**config.mk**
```make
export PLATFORM = sky130hd
export DESIGN_NAME = gpio_in_cond
export DESIGN_NICKNAME = d
export VERILOG_FILES = /design/src/rtl/gpio_in_cond.sv
export SDC_FILE = /design/constraint.sdc
export NUM_CORES = 1
export LEC_CHECK = 0
export BUFFER_PORTS_ARGS = -buffer_cell sky130_fd_sc_hd__buf_2
export CORE_MARGIN = 10
export CORE_UTILIZATION = 54
export CTS_CLUSTER_SIZE = 28
export DETAILED_ROUTE_END_ITERATION = 7
export PLACE_DENSITY_LB_ADDON = 0.15
export RECOVER_POWER = 100
export SLEW_MARGIN = 20
export SYNTH_ARGS = -nofsm -noshare
export SYNTH_HDL_FRONTEND = slang
export SYNTH_SLANG_ARGS = --single-unit
export TNS_END_PERCENT = 10
```
**constraint.sdc**
```tcl
create_clock -name HCLK -period 2.2 [get_ports HCLK]
set_clock_uncertainty 0.05 [all_clocks]
set_input_delay 0.33 -clock HCLK [delete_from_list [all_inputs] [get_ports HCLK]]
set_output_delay 0.33 -clock HCLK [all_outputs]
set_load 0.03 [all_outputs]
```
**src/rtl/gpio_in_cond.sv**
```systemverilog
// rtl/gpio_in_cond.sv - PIN synchroniser, parity and change IRQ; debounce FSM when GPIO_IN_DEBOUNCE_EN is defined
module gpio_in_cond #(
   parameter int DEBOUNCE_CYCLES = 16
) (
   input  logic        HCLK,
   input  logic        HRESETn,
   input  logic [15:0] PIN,
   input  logic        PARITYSEL,
   input  logic        IRQ_ACK,
   output logic [16:0] GPIOIN,
   output logic        STABLE,
   output logic        CHANGE_IRQ
);

   if (DEBOUNCE_CYCLES < 2 || DEBOUNCE_CYCLES > 65535) begin : g_bad_cfg
      $error("gpio_in_cond: DEBOUNCE_CYCLES out of range 2..65535");
   end

   logic [15:0] s1_q;
   logic [15:0] s2_q;
   logic [15:0] data_q;
   logic        irq_q;
   logic        irq_d;
   logic        commit_chg;

   always_ff @(posedge HCLK or negedge HRESETn) begin
      if (!HRESETn) begin
         s1_q <= '0;
         s2_q <= '0;
      end else begin
         s1_q <= PIN;
         s2_q <= s1_q;
      end
   end

`ifdef GPIO_IN_DEBOUNCE_EN
   localparam int CW = $clog2(DEBOUNCE_CYCLES);
   localparam logic [CW-1:0] CNT_MAX = CW'(DEBOUNCE_CYCLES - 1);

   typedef enum logic {IDLE, SETTLE} state_t;

   state_t        state_q;
   logic [15:0]   cand_q;
   logic [CW-1:0] cnt_q;
   logic          stable_q;

   // Any disagreement between s2 and the candidate restarts the count.
   always_ff @(posedge HCLK or negedge HRESETn) begin
      if (!HRESETn) begin
         state_q  <= IDLE;
         cand_q   <= '0;
         cnt_q    <= '0;
         data_q   <= '0;
         stable_q <= 1'b1;
      end else begin
         case (state_q)
            IDLE: begin
               if (s2_q != data_q) begin
                  cand_q   <= s2_q;
                  cnt_q    <= '0;
                  state_q  <= SETTLE;
                  stable_q <= 1'b0;
               end
            end
            SETTLE: begin
               if (s2_q != cand_q) begin
                  cand_q <= s2_q;
                  cnt_q  <= '0;
               end else if (cnt_q < CNT_MAX) begin
                  cnt_q <= cnt_q + 1'b1;
               end else begin
                  data_q   <= cand_q;
                  state_q  <= IDLE;
                  stable_q <= 1'b1;
               end
            end
            default: begin
               state_q  <= IDLE;
               stable_q <= 1'b1;
            end
         endcase
      end
   end

   assign commit_chg = (state_q == SETTLE) && (s2_q == cand_q) &&
                       (cnt_q == CNT_MAX) && (cand_q != data_q);
   assign STABLE     = stable_q;
`else
   always_ff @(posedge HCLK or negedge HRESETn) begin
      if (!HRESETn) begin
         data_q <= '0;
      end else begin
         data_q <= s2_q;
      end
   end

   assign commit_chg = (s2_q != data_q);
   assign STABLE     = 1'b1;
`endif

   // A new change outranks an acknowledge on the same edge.
   always_comb begin
      irq_d = irq_q;
      if (commit_chg) begin
         irq_d = 1'b1;
      end else if (IRQ_ACK) begin
         irq_d = 1'b0;
      end
   end

   always_ff @(posedge HCLK or negedge HRESETn) begin
      if (!HRESETn) begin
         irq_q <= 1'b0;
      end else begin
         irq_q <= irq_d;
      end
   end

   assign GPIOIN     = {~^{data_q, PARITYSEL}, data_q};
   assign CHANGE_IRQ = irq_q;

endmodule

```
==> flow_metrics.py, run 1 <==
metrics = {
    "hold_path": {
        "min_to": "s1_q[2]",
        "hold_class": "primary input to flip-flop",
        "hold_depth": 1,
        "worstHoldStart": "PIN[2]",
    },
    "drt": {
        "drtIter0Drc": 44,
        "num_vias": 840,
        "dr.pass1.iters": 3,
        "viasPerCell": 4.590,
        "wl_per_cell_um": 14.78,
        "drc": 0,
        "routed_wl_um": 2705,
        "ant_nets": 0,
    },
    "floorplanning": {
        "pin_count": 39,
        "start_util_pct": 56.94,
        "die_w_um": 73.93,
        "die_y_um": 73.93,
        "row_count": 19,
        "core_sq_um": 2758,
        "dieArea_sq_um": 5465,
    },
    "clock_tree": {
        "numCtsBuffers": 5,
        "cts.path.max_buffers": 2,
        "clk_latency_ns": 0.36,
        "cts_tree": "built",
        "clk_pin_slew_ns": 0.14,
        "clkSinkCount": 49,
        "htreeDepth": 2,
        "root_buffer": "clkbuf_4",
    },
    "placed_design": {
        "post_dp_cell_area_sq_um": 1802,
        "gp_congestion": 0.6899,
        "io_buffers": 37,
        "hpwl_um": 1972,
    },
    "final_layout": {
        "fin_nets": 171,
        "final_area_sq_um": 2042,
        "area_growth_pct": 30.04,
        "drive_above_1_share_pct": 22.37,
        "final_util_pct": 74.05,
        "diodes": 0,
        "n_fill_cell": 187,
    },
    "pwr": {
        "pwr_density_cell_nw_per_um2": 859.2,
        "peakVddDrop_uv": 768.4,
        "leakage_uw": 0.0009084,
    },
    "yosys": {
        "synth.largest_area_cell": "dfrtp_1",
        "yosys_warnings": 0,
        "synthXorXnorAreaFrac_pct": 18.65,
        "synthSimpleGateAreaFrac_pct": 1.992,
        "muxShareOfSynthArea_pct": 0,
        "yosys.area.top_type_share_pct": 78.09,
        "ys_types": 11,
        "synth_top_family_by_area": "XOR/XNOR gates",
        "netlist_area_sq_um": 1570,
        "synth_area_leaders": "dfrtp_1 (78%), xnor2_1 (15%), nand4_1 (1.6%), xnor3_1 (1.4%), xor2_1 (1.1%)",
        "ys_seq_elements": 49,
        "synthCells": 89,
        "ys_seq_area_share_pct": 78.09,
        "syn-num-nets": 109,
        "syn_area_per_cell_sq_um": 17.64,
        "synth_compound_area_share_pct": 0.3187,
        "synth-adder-area-share_pct": 0,
    },
    "sta": {
        "worst_slack_ns": -0.02998,
        "tightest_slew_ns": 1.324,
        "hold_viol_final": 0,
        "max_slew_margin_pct": 11.74,
        "rsz0062_at_grt": "true",
        "fin_crit_ns": 2.230,
        "finalSetupViolations": 1,
        "fin_crit_sh_pct": 101.4,
        "fmax_ghz": 0.4484,
        "slew_violations": 0,
    },
    "global_routing": {
        "met2_usage_pct": 16.29,
        "grt_overflow": 0,
        "antenna_found_initial": 0,
        "use_met1_pct": 11.19,
        "grt_usage_pct": 10.65,
        "grt_pass1_wl_um": 4250,
        "use_met3_pct": 4.980,
        "grt_pass1_vias": 913,
        "top_usage_layer": "met2",
        "grt_start_max_net_pins": 27,
    },
    "critical_path": {
        "crit_path_max_fanout": 3,
        "reg2reg_from": "data_q[0]",
        "r2r_end": "CHANGE_IRQ",
        "worstPathRequired_ns": 1.82,
        "reg2reg_depth": 5,
        "ff2ff_setup_slack_ns": 0.81,
        "path_class": "flip-flop to output pin",
        "cp-end-kind": "output pin",
        "crit_path_start_kind": "flip-flop",
        "cp.arrival_ns": 1.85,
    },
    "outcome": {
        "violations": "setup timing",
        "outcome": "complete, but fails checks",
    },
    "run": {
        "cap_violations": 0,
    },
}
## cell usage after synthesis
master	count
buf_4	1
conb_1	1
dfrtp_1	49
inv_1	1
nand4_1	4
nor4_1	1
o21ai_0	1
xnor2_1	27
xnor2_2	1
xnor3_1	1
xor2_1	2
## cell usage in the layout (no fill, tap or decap)
| master | n |
|---|---|
| xor2_1 | 2 |
| nand4_1 | 4 |
| inv_6 | 1 |
| buf_2 | 19 |
| clkbuf_2 | 2 |
| inv_1 | 1 |
| nor4_1 | 1 |
| dfrtp_1 | 49 |
| clkbuf_4 | 5 |
| conb_1 | 1 |
| buf_4 | 2 |
| xnor2_1 | 25 |
| o21ai_0 | 1 |
| xnor2_2 | 3 |
| xnor3_1 | 1 |
| clkinv_2 | 1 |
| clkbuf_1 | 17 |
| bufinv_16 | 1 |
| dlygate4sd3_1 | 16 |
## logic make-up (layout without fill, tap and decap cells)
kind of cell,after synthesis,after routing
simple gates,5,5
flops,49,49
compound gates,1,1
other cells,1,1
xor+xnor,31,31
buf+inv,2,65
## state kept, by name (all words and copies together), names as in the netlist
register and flops:
CHANGE_IRQ 1, data_q 16, s1_q 16, s2_q 16
## critical path, stage by stage (launching register included)
cell	delay, ns
dfrtp_1	0.46
xnor2_2	0.22
xnor2_2	0.14
xnor3_1	0.33
xnor2_1	0.16
buf_4	0.18
## routing by layer
| layer | vias up | wire (um) |
|---|---|---|
| met3 | 2 | 237 |
| met2 | 25 | 1447 |
| met5 | - | 0 |
| met4 | 0 | 32 |
| met1 | 405 | 987 |
| li1 | 408 | - |
## final cells by class
| type | instances | area (sq um) | area share (%) |
|---|---|---|---|
| clock buffers | 5 | 37.54 | 1.838 |
| clock inverters | 3 | 43.79 | 2.145 |
| inverters | 1 | 3.754 | 0.1838 |
| multi-input cells | 38 | 347.8 | 17.03 |
| flip-flops and latches | 49 | 1226 | 60.05 |
| well taps | 31 | 38.79 | 1.900 |
| repair buffers | 56 | 344.1 | 16.85 |
## repair_timing
item,4_1_cts,5_1_grt
pin swaps,1,2
gates resized for setup,3,0
endpoints found under the hold margin,33,6
endpoints found under the setup margin,1,1
hold buffers,10,6
gates cloned,0,0
setup buffers,1,0
## power by group
| part | leakage, uW | total [uW] | internal (uW) | switching [uW] |
|---|---|---|---|---|
| combinational | 0.000295 | 270 | 128 | 143 |
| clock | 0.0000456 | 508 | 241 | 266 |
| sequential | 0.000568 | 977 | 945 | 31.7 |
## worst max-delay path by stage
stage / slack (ns) / to / start
floorplan: 0.01 / GPIOIN[16] / data_q[0]
global placement: 0.31 / GPIOIN[16] / PARITYSEL
detailed placement: 0.27 / GPIOIN[16] / PARITYSEL
CTS: -0.07 / GPIOIN[16] / data_q[0]
global route: -0.15 / GPIOIN[16] / data_q[0]
finish: -0.03 / GPIOIN[16] / data_q[8]
## metrics by stage
step / hold WS [ns] / setup slack [ns] / power, uW / std cells / setup TNS (ns)
6_report: 0.03759 / -0.02998 / 1754 / 183 / -0.02998
5_1_grt: 0.003966 / -0.1485 / 1849 / 183 / -0.1485
4_1_cts: 0.0002388 / -0.07160 / 1783 / 177 / -0.07160
3_5_place_dp: 0.2847 / 0.2711 / 1240 / 158 / 0
3_3_place_gp: 0.2815 / 0.3139 / 1231 / 158 / 0
2_1_floorplan: -0.01559 / 0.01079 / 1151 / 89 / 0
Note: power is estimated with default switching activity, not from simulation.
==> run 2: changes to the inputs <==
==> constraint.sdc (replaced) <==
create_clock -name HCLK -period 2.2 [get_ports HCLK]
set_clock_uncertainty 0.05 [all_clocks]
set_input_delay 0.22 -clock HCLK [delete_from_list [all_inputs] [get_ports HCLK]]
set_output_delay 0.22 -clock HCLK [all_outputs]
set_load 0.03 [all_outputs]
==> run 2 against run 1 <==
Against the previous run: the run now ends clean; flip-flop and latch count unchanged; utilization is 0.86 points lower; sequential power is essentially flat; fmax is 2.6% higher; global-route usage decreased by 0.42 points; first-iteration DRC count shrank 41%; final cell count unchanged; register-to-register slack better by 0.10 ns; worst setup slack better by 0.057 ns; highest routed layer unchanged.
==> flow_metrics.py, run 2 (same netlist as run 1, synthesis figures left out) <==
metrics = {
    "pwr": {
        "p_switching_uw": 440.4,
        "sw_frac_of_total_pct": 26.50,
        "leakage_uw": 0.0008846,
        "pwr_density_cell_nw_per_um2": 823.6,
        "peakVddDrop_uv": 718.8,
        "internal-power_uw": 1222,
        "clkPwrFrac_pct": 25.9,
        "seq_power_share_pct": 58.7,
        "combPwrFrac_pct": 15.4,
        "power.total_uw": 1662,
    },
    "placed_design": {
        "gp_congestion": 0.7288,
        "hpwl_um": 1876,
        "io_buffers": 37,
        "dp_cells": 158,
    },
    "drt": {
        "num_vias": 808,
        "wl_per_cell_um": 13.73,
        "routed_wl_um": 2512,
        "dr.pass1.iters": 3,
        "viasPerCell": 4.415,
        "drc": 0,
        "drtIter0Drc": 26,
        "ant_nets": 0,
    },
    "run": {
        "cap_violations": 0,
    },
    "clock_tree": {
        "clk_latency_ns": 0.36,
        "root_buffer": "clkbuf_4",
        "numCtsBuffers": 5,
        "cts_setup_buffers": 0,
        "htreeDepth": 2,
        "clkSinkCount": 49,
        "cts_tree": "built",
        "clk_pin_slew_ns": 0.13,
        "cts.path.max_buffers": 2,
    },
    "final_layout": {
        "fin_nets": 171,
        "area_growth_pct": 28.53,
        "n_fill_cell": 182,
        "finalNonFillerCells": 183,
        "drive_above_1_share_pct": 19.74,
        "final_cell_mix": "dfrtp_1 (49), xnor2_1 (26), buf_2 (20)",
        "diodes": 0,
        "final_common_cell": "dfrtp_1",
        "reg_top3": "data_q: 16 flops, s1_q: 16 flops, s2_q: 16 flops",
        "final_util_pct": 73.19,
    },
    "outcome": {
        "outcome": "complete, no violations",
    },
    "floorplanning": {
        "start_util_pct": 56.94,
        "core_sq_um": 2758,
        "dieArea_sq_um": 5465,
        "die_w_um": 73.93,
        "die_y_um": 73.93,
        "row_count": 19,
        "pin_count": 39,
    },
    "sta": {
        "max_slew_margin_pct": 17.55,
        "rsz0062_at_grt": "true",
        "slew_violations": 0,
        "finalSetupViolations": 0,
        "tightest_slew_ns": 1.237,
        "fin_crit_sh_pct": 98.78,
        "hold_viol_final": 0,
        "fin_crit_ns": 2.173,
        "fmax_ghz": 0.4602,
    },
    "global_routing": {
        "grt_start_max_net_pins": 26,
        "grt_overflow": 0,
        "grt_pass1_wl_um": 4064,
        "grt_pass1_vias": 906,
        "antenna_found_initial": 0,
        "grt_usage_pct": 10.23,
    },
    "critical_path": {
        "cp.arrival_ns": 1.90,
        "path_class": "flip-flop to output pin",
        "crit_path_start_kind": "flip-flop",
        "cp-end-kind": "output pin",
        "worstPathRequired_ns": 1.93,
        "crit_path_max_fanout": 3,
    },
    "hold_path": {
        "hold_class": "primary input to flip-flop",
    },
}
[run 2: cell count changes in the layout (fill, tap and decap cells not counted), sizes merged]
cell,before,now
dlygate4sd3,16,17
buf,21,20
clkinvlp,0,1
clkinv,1,0
clkbuf,24,25
bufinv,1,0
[run 2: area by class of cell]
type / instances / area, sq um / share of cell area (%)
Clock buffer: 6 / 51.30 / 2.542
Clock inverter: 2 / 16.27 / 0.8059
Inverter: 1 / 3.754 / 0.1860
Multi-Input combinational cell: 38 / 340.3 / 16.86
Sequential cell: 49 / 1226 / 60.76
Tap cell: 31 / 38.79 / 1.922
Timing Repair Buffer: 56 / 341.6 / 16.92
[run 2: path summary, 6_finish.rpt]
kind,from,to,slack [ns],cells past startpoint
setup / recovery,data_q[0],GPIOIN[16],0.03,5
hold / removal,IRQ_ACK,CHANGE_IRQ,0.28,4
setup reg to reg,data_q[6],CHANGE_IRQ,0.91,4
hold reg to reg,s1_q[13],s2_q[13],0.31,0
max in group asynchronous,HRESETn,data_q[8],0.67,3
min in group asynchronous,HRESETn,data_q[2],0.68,3
[run 2: worst max-delay path: stages, from the launching register on]
cell	delay, ns
dfrtp_1	0.43
xor2_1	0.16
xnor2_1	0.16
xnor3_1	0.43
xnor2_1	0.15
buf_2	0.22
[run 2: per-layer routing]
metal	routed length, um	global-route usage [%]	share of wire (%)
met5	0	0	0
met2	1258	15.81	50
met3	262	7.941	10
met4	36	4.348	1.4
met1	954	10.02	38
[run 2: power groups by stage]
stage	registers, uW	logic [uW]	clock network [uW]
6_report	976	256	431
4_1_cts	977	267	454
3_3_place_gp	991	242	0
3_5_place_dp	994	243	0
5_1_grt	982	276	495
2_1_floorplan	1020	132	0
[run 2: through the flow]
stage               worst slack (ns)  TNS [ns]  hold WS, ns  area, sq um
floorplan                     0.1208         0      -0.1256         1570
global placement              0.4222         0       0.1788         1802
detailed placement            0.3999         0       0.1855         1802
CTS                         0.001235         0       0.2474         2047
global route                -0.09525  -0.09525       0.2397         2018
finish                       0.02688         0       0.2767         2018
[run 2: repair_timing]
action	4_1_cts	5_1_grt
resized for setup	1	0
setup endpoints to repair	1	1
hold buffers	17	0
endpoints found under the hold margin	65	0
==> run 3: changes to the inputs <==
--- a/config.mk
+++ b/config.mk
@@ -7,12 +7,12 @@
 export LEC_CHECK = 0
 export BUFFER_PORTS_ARGS = -buffer_cell sky130_fd_sc_hd__buf_2
 export CORE_MARGIN = 10
-export CORE_UTILIZATION = 54
+export CORE_UTILIZATION = 51
 export CTS_CLUSTER_SIZE = 28
 export DETAILED_ROUTE_END_ITERATION = 7
 export PLACE_DENSITY_LB_ADDON = 0.15
 export RECOVER_POWER = 100
-export SLEW_MARGIN = 20
+export SETUP_SLACK_MARGIN = 0.1
 export SYNTH_ARGS = -nofsm -noshare
 export SYNTH_HDL_FRONTEND = slang
 export SYNTH_SLANG_ARGS = --single-unit
==> constraint.sdc (replaced) <==
create_clock -name HCLK -period 2 [get_ports HCLK]
set_clock_uncertainty 0.05 [all_clocks]
set_input_delay 0.2 -clock HCLK [delete_from_list [all_inputs] [get_ports HCLK]]
set_output_delay 0.2 -clock HCLK [all_outputs]
set_load 0.03 [all_outputs]
==> run 3 against run 2 <==
Against the previous run: the flow now finishes with violations (setup timing); sequential share of layout area fell by 1.3 points; cell area rose by 2.2%; worst setup slack got worse by 0.11 ns; sequential power rose by 9.6%; combinational power rose by 23%; critical path type unchanged; critical path depth did not move; worst hold slack got worse by 0.031 ns.
==> flow_metrics.py, run 3 (same netlist as run 1, synthesis figures left out) <==
metrics = {
    "pwr": {
        "leakage_uw": 0.0009135,
        "pwr_density_cell_nw_per_um2": 906.2,
        "peakVddDrop_uv": 493.8,
    },
    "final_layout": {
        "drive_above_1_share_pct": 24.03,
        "n_fill_cell": 215,
        "fin_nets": 173,
        "final_common_cell": "dfrtp_1",
        "reg_top3": "data_q: 16 flops, s1_q: 16 flops, s2_q: 16 flops",
        "finalNonFillerCells": 187,
        "area_growth_pct": 31.39,
        "final_cell_mix": "dfrtp_1 (49), xnor2_1 (24), buf_2 (19)",
        "diodes": 0,
        "multi_input_area_sq_um": 362.8,
        "seqCellArea_sq_um": 1226,
    },
    "sta": {
        "max_slew_margin_pct": 41.08,
        "tightest_slew_ns": 0.8838,
        "hold_viol_final": 0,
        "fmax_ghz": 0.4791,
        "slew_violations": 0,
        "rsz0062_at_grt": "true",
        "finalSetupViolations": 1,
        "fin_crit_ns": 2.087,
        "worst_slack_ns": -0.08726,
        "fin_crit_sh_pct": 104.4,
    },
    "clock_tree": {
        "htreeDepth": 2,
        "cts_tree": "built",
        "numCtsBuffers": 5,
        "clk_pin_slew_ns": 0.13,
        "cts.path.max_buffers": 2,
        "clk_latency_ns": 0.36,
        "root_buffer": "clkbuf_4",
        "clkSinkCount": 49,
    },
    "drt": {
        "drtIter0Drc": 42,
        "drc": 0,
        "ant_nets": 0,
        "dr.pass1.iters": 4,
        "routed_wl_um": 2636,
        "viasPerCell": 4.556,
        "wl_per_cell_um": 14.10,
        "num_vias": 852,
    },
    "outcome": {
        "outcome": "complete, but fails checks",
        "violations": "setup timing",
    },
    "critical_path": {
        "critPathBufInv": 1,
        "cp.arrival_ns": 1.84,
        "slowest_stage": "xnor3_1",
        "path_class": "flip-flop to output pin",
        "worstPathRequired_ns": 1.75,
        "crit_path_start_kind": "flip-flop",
        "cp-end-kind": "output pin",
        "crit_chain": "xor2_2 > xnor2_1 > xnor3_1 > xnor2_2 > buf_4",
        "crit_family": "XOR/XNOR gates",
        "max_stage_delay_ns": 0.45,
        "crit_path_max_fanout": 2,
    },
    "global_routing": {
        "grt_start_max_net_pins": 19,
        "grt_pass1_vias": 953,
        "grt_pass1_wl_um": 4374,
        "grt_overflow": 0,
        "antenna_found_initial": 0,
        "grt_usage_pct": 10.66,
    },
    "hold_path": {
        "hold_class": "primary input to flip-flop",
    },
    "floorplanning": {
        "pin_count": 39,
        "row_count": 20,
        "die_w_um": 75.49,
        "start_util_pct": 52.29,
        "dieArea_sq_um": 5699,
        "die_y_um": 75.49,
        "core_sq_um": 3003,
    },
    "run": {
        "cap_violations": 0,
    },
    "placed_design": {
        "dp_cells": 160,
        "io_buffers": 37,
        "dp_slack_ns": 0.2263,
        "hpwl_um": 1982,
        "gp_congestion": 0.7288,
    },
}
-- run 3: changes by cell type in the layout (fill, tap and decap cells not counted), sizes merged --
cell    change
buf         +1
clkbuf      +1
-- run 3: through the flow --
| step | cell area (sq um) | hold slack, ns | TNS, ns | total power (uW) | utilization, % |
|---|---|---|---|---|---|
| final | 2063 | 0.2461 | -0.08726 | 1870 | 68.71 |
| after detailed placement | 1812 | 0.08521 | 0 | 1378 | 60.33 |
| after global placement | 1812 | 0.07873 | 0 | 1373 | 60.33 |
| after floorplan | 1578 | -0.1456 | 0 | 1282 | - |
| after CTS | 2067 | 0.2043 | -0.1416 | 1901 | 68.83 |
| after global routing | 2063 | 0.2413 | -0.1785 | 1967 | 68.71 |
-- run 3: area by class of cell --
cell class                 instances  area share (%)
multi-input combinational         38           17.59
clock inverter                     2          0.7884
timing repair buffer              58           17.53
tap                               33           2.001
sequential                        49           59.43
clock buffer                       6           2.486
inverter                           1          0.1819
-- run 3: worst register-to-register path: stages, from the launching register on --
cell and delay (ns):
dfrtp_1 0.43, buf_4 0.15, xnor2_1 0.15, nand4_1 0.12, nor4_1 0.25, nand4_1 0.12
-- run 3: final timing paths --
| check | from | end | slack [ns] | depth (start not counted) |
|---|---|---|---|---|
| worst max-delay path | data_q[0] | GPIOIN[16] | -0.09 | 5 |
| worst min-delay path | IRQ_ACK | CHANGE_IRQ | 0.25 | 4 |
| worst max register to register | data_q[0] | CHANGE_IRQ | 0.61 | 5 |
| worst min register to register | s1_q[0] | s2_q[0] | 0.31 | 0 |
| max in group asynchronous | HRESETn | s1_q[2] | 0.56 | 3 |
| min in group asynchronous | HRESETn | s2_q[12] | 0.40 | 2 |
-- run 3: power breakdown --
group,switching [uW],total [uW],internal [uW]
Sequential,34.4,1070,1040
Clock,305,481,176
Combinational,161,315,154
-- run 3: per-layer routing --
layer / part of all wire (%) / global-route usage (%) / up-vias
li1: - / - / 408
met1: 39 / 10.98 / 414
met2: 50 / 17.09 / 25
met3: 9.1 / 5.078 / 5
met4: 1.9 / 6.804 / 0
met5: 0 / 0 / -
-- run 3: repair_timing --
item                       in CTS  in global routing
setup endpoints to repair       1                  1
resized for setup               3                  1
pin swaps                       0                  0
hold buffers                   17                  0
hold endpoints to repair       31                  0
buffers inserted                0                  2
